`config.mk`:
```
export PLATFORM = sky130hd
export DESIGN_NAME = dmem_arbiter
export DESIGN_NICKNAME = d
export VERILOG_FILES = /design/src/rtl/dmem_pkg.sv /design/src/rtl/dmem_rr_sel.sv /design/src/rtl/dmem_arbiter.sv
export SDC_FILE = /design/constraint.sdc
export NUM_CORES = 1
export LEC_CHECK = 0
export ABC_CLOCK_PERIOD_IN_PS = 4700
export CORE_AREA = 2 2 103 105
export DETAILED_ROUTE_END_ITERATION = 16
export DIE_AREA = 0 0 105 107
export DONT_BUFFER_PORTS = 1
export PLACE_DENSITY = 0.38
export SLEW_MARGIN = 40
export SYNTH_ARGS = -nofsm -noshare
export SYNTH_HDL_FRONTEND = slang
export SYNTH_SLANG_ARGS = --single-unit
```
`constraint.sdc`:
```
create_clock -name clk -period 4.7 [get_ports clk]
set_clock_uncertainty 0.15 [all_clocks]
set_input_delay 0.94 -clock clk [delete_from_list [all_inputs] [get_ports clk]]
set_output_delay 0.94 -clock clk [all_outputs]
set_load 0.02 [all_outputs]
```
`src/rtl/dmem_pkg.sv`:
```
// Shared types and defaults for the data-memory arbiter.
package dmem_pkg;

  localparam int unsigned ADDR_W_DEF = 32;
  localparam int unsigned DATA_W_DEF = 32;

  typedef logic port_idx_t;

  localparam port_idx_t PORT_LSU = 1'b0;
  localparam port_idx_t PORT_DMA = 1'b1;

endpackage

```
`src/rtl/dmem_rr_sel.sv`:
```
// Two-port grant selector: round-robin with a bounded hold window, or fixed
// priority (port 0 first) when DMEM_ARB_FIXED_PRIO_EN is defined.
module dmem_rr_sel
  import dmem_pkg::*;
#(
  parameter int unsigned MAX_HOLD = 4
) (
`ifndef DMEM_ARB_FIXED_PRIO_EN
  input  logic       clk,
  input  logic       rst_n,
`endif
  input  logic [1:0] req_i,
  output logic [1:0] gnt_o
);

`ifdef DMEM_ARB_FIXED_PRIO_EN

  always_comb begin
    gnt_o[0] = req_i[0];
    gnt_o[1] = req_i[1] & ~req_i[0];
  end

`else

  localparam logic [3:0] HOLD_MAX = 4'(MAX_HOLD);

  port_idx_t  rr_ptr_q, rr_ptr_d;
  port_idx_t  last_q, last_d;
  logic [3:0] hold_q, hold_d;
  logic [3:0] hold_inc;
  port_idx_t  gidx;

  always_comb begin
    gnt_o[0] = req_i[0] & (~req_i[1] | (rr_ptr_q == PORT_LSU));
    gnt_o[1] = req_i[1] & (~req_i[0] | (rr_ptr_q == PORT_DMA));
    gidx     = gnt_o[1] ? PORT_DMA : PORT_LSU;
  end

  // Under contention the pointer flips once the run reaches MAX_HOLD;
  // a lone requester pulls the pointer to itself so it can keep streaming.
  always_comb begin
    rr_ptr_d = rr_ptr_q;
    last_d   = last_q;
    hold_d   = hold_q;
    hold_inc = '0;
    if (|req_i) begin
      if (gidx == last_q) begin
        hold_inc = (hold_q == HOLD_MAX) ? hold_q : hold_q + 4'd1;
      end else begin
        hold_inc = 4'd1;
      end
      last_d = gidx;
      hold_d = hold_inc;
      if (&req_i) begin
        if (hold_inc == HOLD_MAX) begin
          rr_ptr_d = ~gidx;
          hold_d   = '0;
        end
      end else begin
        rr_ptr_d = gidx;
      end
    end else begin
      hold_d = '0;
    end
  end

  always_ff @(posedge clk or negedge rst_n) begin
    if (!rst_n) begin
      rr_ptr_q <= PORT_LSU;
      last_q   <= PORT_LSU;
      hold_q   <= '0;
    end else begin
      rr_ptr_q <= rr_ptr_d;
      last_q   <= last_d;
      hold_q   <= hold_d;
    end
  end

`endif

endmodule

```
`src/rtl/dmem_arbiter.sv`:
```
// Two-requester arbiter for a single-port synchronous data memory with
// one-cycle read latency. Build option: DMEM_ARB_FIXED_PRIO_EN.
module dmem_arbiter
  import dmem_pkg::*;
#(
  parameter int unsigned ADDR_W   = ADDR_W_DEF,
  parameter int unsigned DATA_W   = DATA_W_DEF,
  parameter int unsigned MAX_HOLD = 4
) (
  input  logic              clk,
  input  logic              rst_n,
  input  logic              req0,
  input  logic              req1,
  input  logic              we0,
  input  logic              we1,
  input  logic [ADDR_W-1:0] addr0,
  input  logic [ADDR_W-1:0] addr1,
  input  logic [DATA_W-1:0] wdata0,
  input  logic [DATA_W-1:0] wdata1,
  output logic              gnt0,
  output logic              gnt1,
  output logic              rvalid0,
  output logic              rvalid1,
  output logic [DATA_W-1:0] rdata,
  output logic [ADDR_W-1:0] mem_addr,
  output logic [DATA_W-1:0] mem_wdata,
  output logic              mem_read_en,
  output logic              mem_write_en,
  input  logic [DATA_W-1:0] mem_rdata
);

  logic [1:0] gnt;
  logic       granted;
  logic       we_sel;
  logic       rd_valid_q, rd_valid_d;
  port_idx_t  rd_tag_q, rd_tag_d;

  dmem_rr_sel #(
    .MAX_HOLD (MAX_HOLD)
  ) u_sel (
`ifndef DMEM_ARB_FIXED_PRIO_EN
    .clk   (clk),
    .rst_n (rst_n),
`endif
    .req_i ({req1, req0}),
    .gnt_o (gnt)
  );

  always_comb begin
    gnt0         = gnt[0];
    gnt1         = gnt[1];
    granted      = gnt[0] | gnt[1];
    mem_addr     = gnt[1] ? addr1  : addr0;
    mem_wdata    = gnt[1] ? wdata1 : wdata0;
    we_sel       = gnt[1] ? we1    : we0;
    mem_write_en = granted &  we_sel;
    mem_read_en  = granted & ~we_sel;
    rd_valid_d   = mem_read_en;
    rd_tag_d     = gnt[1] ? PORT_DMA : PORT_LSU;
  end

  always_ff @(posedge clk or negedge rst_n) begin
    if (!rst_n) begin
      rd_valid_q <= 1'b0;
      rd_tag_q   <= PORT_LSU;
    end else begin
      rd_valid_q <= rd_valid_d;
      rd_tag_q   <= rd_tag_d;
    end
  end

  always_comb begin
    rvalid0 = rd_valid_q & (rd_tag_q == PORT_LSU);
    rvalid1 = rd_valid_q & (rd_tag_q == PORT_DMA);
    rdata   = mem_rdata;
  end

endmodule
```
==> metrics.txt <==
number of hold buffers added after CTS 0; grt total ovfl 0; full die area 11200 um^2; Worst EP arrival 2.26 ns; Max Clk Rate 299 MHz; MaxCap Viol Count 0; transition time of the tightest slew-check pin 0.729 ns; yosys warns 0; Critical Path Source req0; vias 1622; total clock sinks 8; post-CTS setup repair buffer count 0; Post-Route Setup TNS 0 ns; kind of critical path in -> out; fin area 1450 um^2; Synth Instances 290; Critical Path RT 3.61 ns; Via density 4.21; cell area after placement 1410 um^2; hold crit path type in -> async; first-pass GRT wire length 6.26 mm; largest net degree at the start of global routing 66; Pwr Density 286 nW/um^2; Netlist Area Pre-Place 1530 um^2; CTS tree built; initial antenna violation count 0; Net Count, Synth 458; Die Ht 107 um; top post-synthesis cells by area nand2_1, buf_4, dfrtp_1; status finished, final reports clean; Routed WL per cell 12.8 um; FF-to-FF path depth 6; Clk Tree Root Cell clkbuf_8; layout cells sized above 1 5.22%; r2r setup slk 2.78 ns; area share of the largest cell type after synthesis 47.8%; Post-DP HPWL 4.10 mm; end of the critical path mem_addr[11]; maximum vdd drop 94.1 uV; initial DRC count 90; core box area 10100 um^2; post-route clock period utilization 71.3%; cell leakage power 0.820 nW; Worst setup EP type primary output; crit path time final 3.35 ns; Initial Util 15.2%; Port Buffers 0; Synth area leader nand2_1; Pre-antenna DRT Iters 5; RSZ-0062 raised after global routing false; cts repair resizes 0; Post-route DRC 0; Area Overhead vs Synth -5.31%; relative slew slack 51.4%; vias in the first global route 1247; fin util 14.4%; FF-to-FF End u_sel.rr_ptr_q$_DFFE_PN0P_; GPL Wtd Cong 0.836; CP max FO 39; Max clock buf depth 2; H-tree lvl count 1; TritonCTS Buffers 3; FF-to-FF Start u_sel.hold_q[0]$_DFF_PN0_; ANT nets after route 0; Max Transition Viols Final 0; clk_lat worst skew 0.22 ns; # IOs 268; ANT cells 0; Tot GR Track Use 7.14%; FF+latch count, synth 8; syn_area_per_cell 5.29 um^2; Nets 419; register clock-pin slew on the reported worst setup and hold paths 0.04 ns; total wire length 4.93 mm; Hold Fails Final Rpt 0; Yosys cell types 31; setup violators final 0; Startpoint Class primary input; Die Width 105 um; post-synthesis sequential area ratio 13.1%; Site Rows 37
[critical path: stages]
cell and delay, ns:
nand2b_1 0.06, nand2_2 0.06, inv_2 0.46, buf_4 0.45, nand2_1 0.09, nand2_1 0.19
[power breakdown]
part / total (mW) / switching, mW / internal (mW)
logic: 0.243 / 0.186 / 0.0568
clock network: 0.0796 / 0.0244 / 0.0553
registers: 0.0919 / 0.0132 / 0.0787
total: 0.415 / 0.224 / 0.191
[kinds of logic after synthesis]
logic type | synth area share (%)
compound gates | 6.61
xor+xnor | 0.572
flops | 13.1
buf+inv | 21.7
fa+ha+maj | 1.63
simple gates | 55.8
mux | 0.653
[per-layer routing]
layer,vias to the layer above,share of wire (%),GRT usage [%]
met4,0,2.8,3.33
met1,685,35,7.51
met3,18,12,1.95
met5,-,0,0
li1,771,-,-
met2,148,50,13.2
[cell usage in the layout (no fill, tap or decap), types with 2 or more instances in the layout]
cell type and count:
nor2_1 5, and2_1 2, o311ai_2 2, ha_1 2, clkbuf_8 3, buf_4 2, a21oi_1 3, inv_2 2
inv_1 4, nand2_1 194, nand3_1 3, dfrtp_1 8
[Yosys cell counts, drive strengths merged]
cell type / count
nand2: 195
buf: 44
dfrtp: 8
inv: 6
nor2: 5
a21oi: 3
nand3: 3
and2: 2
clkbuf: 2
ha: 2
o311ai: 2
a22o: 1
a31o: 1
and4: 1
mux2i: 1
nand2b: 1
nand3b: 1
nand4: 1
nand4bb: 1
nor2b: 1
nor3: 1
nor3b: 1
o21a: 1
o21ai: 1
o21bai: 1
o22ai: 1
o2bb2a: 1
or2b: 1
xnor2: 1
[how the worst min path moves through the flow]
stage                                     from                    endpoint  cells past startpoint
global route                             rst_n   u_sel.hold_q[1]$_DFF_PN0_                      0
finish                                   rst_n        rd_valid_q$_DFF_PN0_                      0
global placement    u_sel.rr_ptr_q$_DFFE_PN0P_  u_sel.rr_ptr_q$_DFFE_PN0P_                      2
floorplan           u_sel.rr_ptr_q$_DFFE_PN0P_  u_sel.rr_ptr_q$_DFFE_PN0P_                      2
detailed placement  u_sel.rr_ptr_q$_DFFE_PN0P_  u_sel.rr_ptr_q$_DFFE_PN0P_                      2
CTS                                      rst_n   u_sel.hold_q[1]$_DFF_PN0_                      0
[area by class of cell]
class                   instances  area (um^2)
fillers                      1185         8640
multi-input cells             230         1000
flip-flops and latches          8          200
well taps                     136          170
clock buffers                   3         41.3
inverters                       6         22.5
repair buffers                  2         15.0
[stage by stage]
step	setup slack [ns]	power [mW]	cells	hold slack, ns
finish	1.35	0.415	385	0.262
CTS	1.30	0.422	385	0.251
floorplan	1.94	0.347	290	0.373
detailed placement	1.30	0.338	382	0.417
global placement	1.37	0.338	382	0.422
global route	1.20	0.446	385	0.248
[registers in the layout (all words and copies together), names as in the netlist]
| name | cells |
|---|---|
| u_sel.last_q | 1 |
| u_sel.rr_ptr_q | 1 |
| u_sel.hold_q | 4 |
| rd_valid_q | 1 |
| rd_tag_q | 1 |
(Power assumes the default switching activity.)
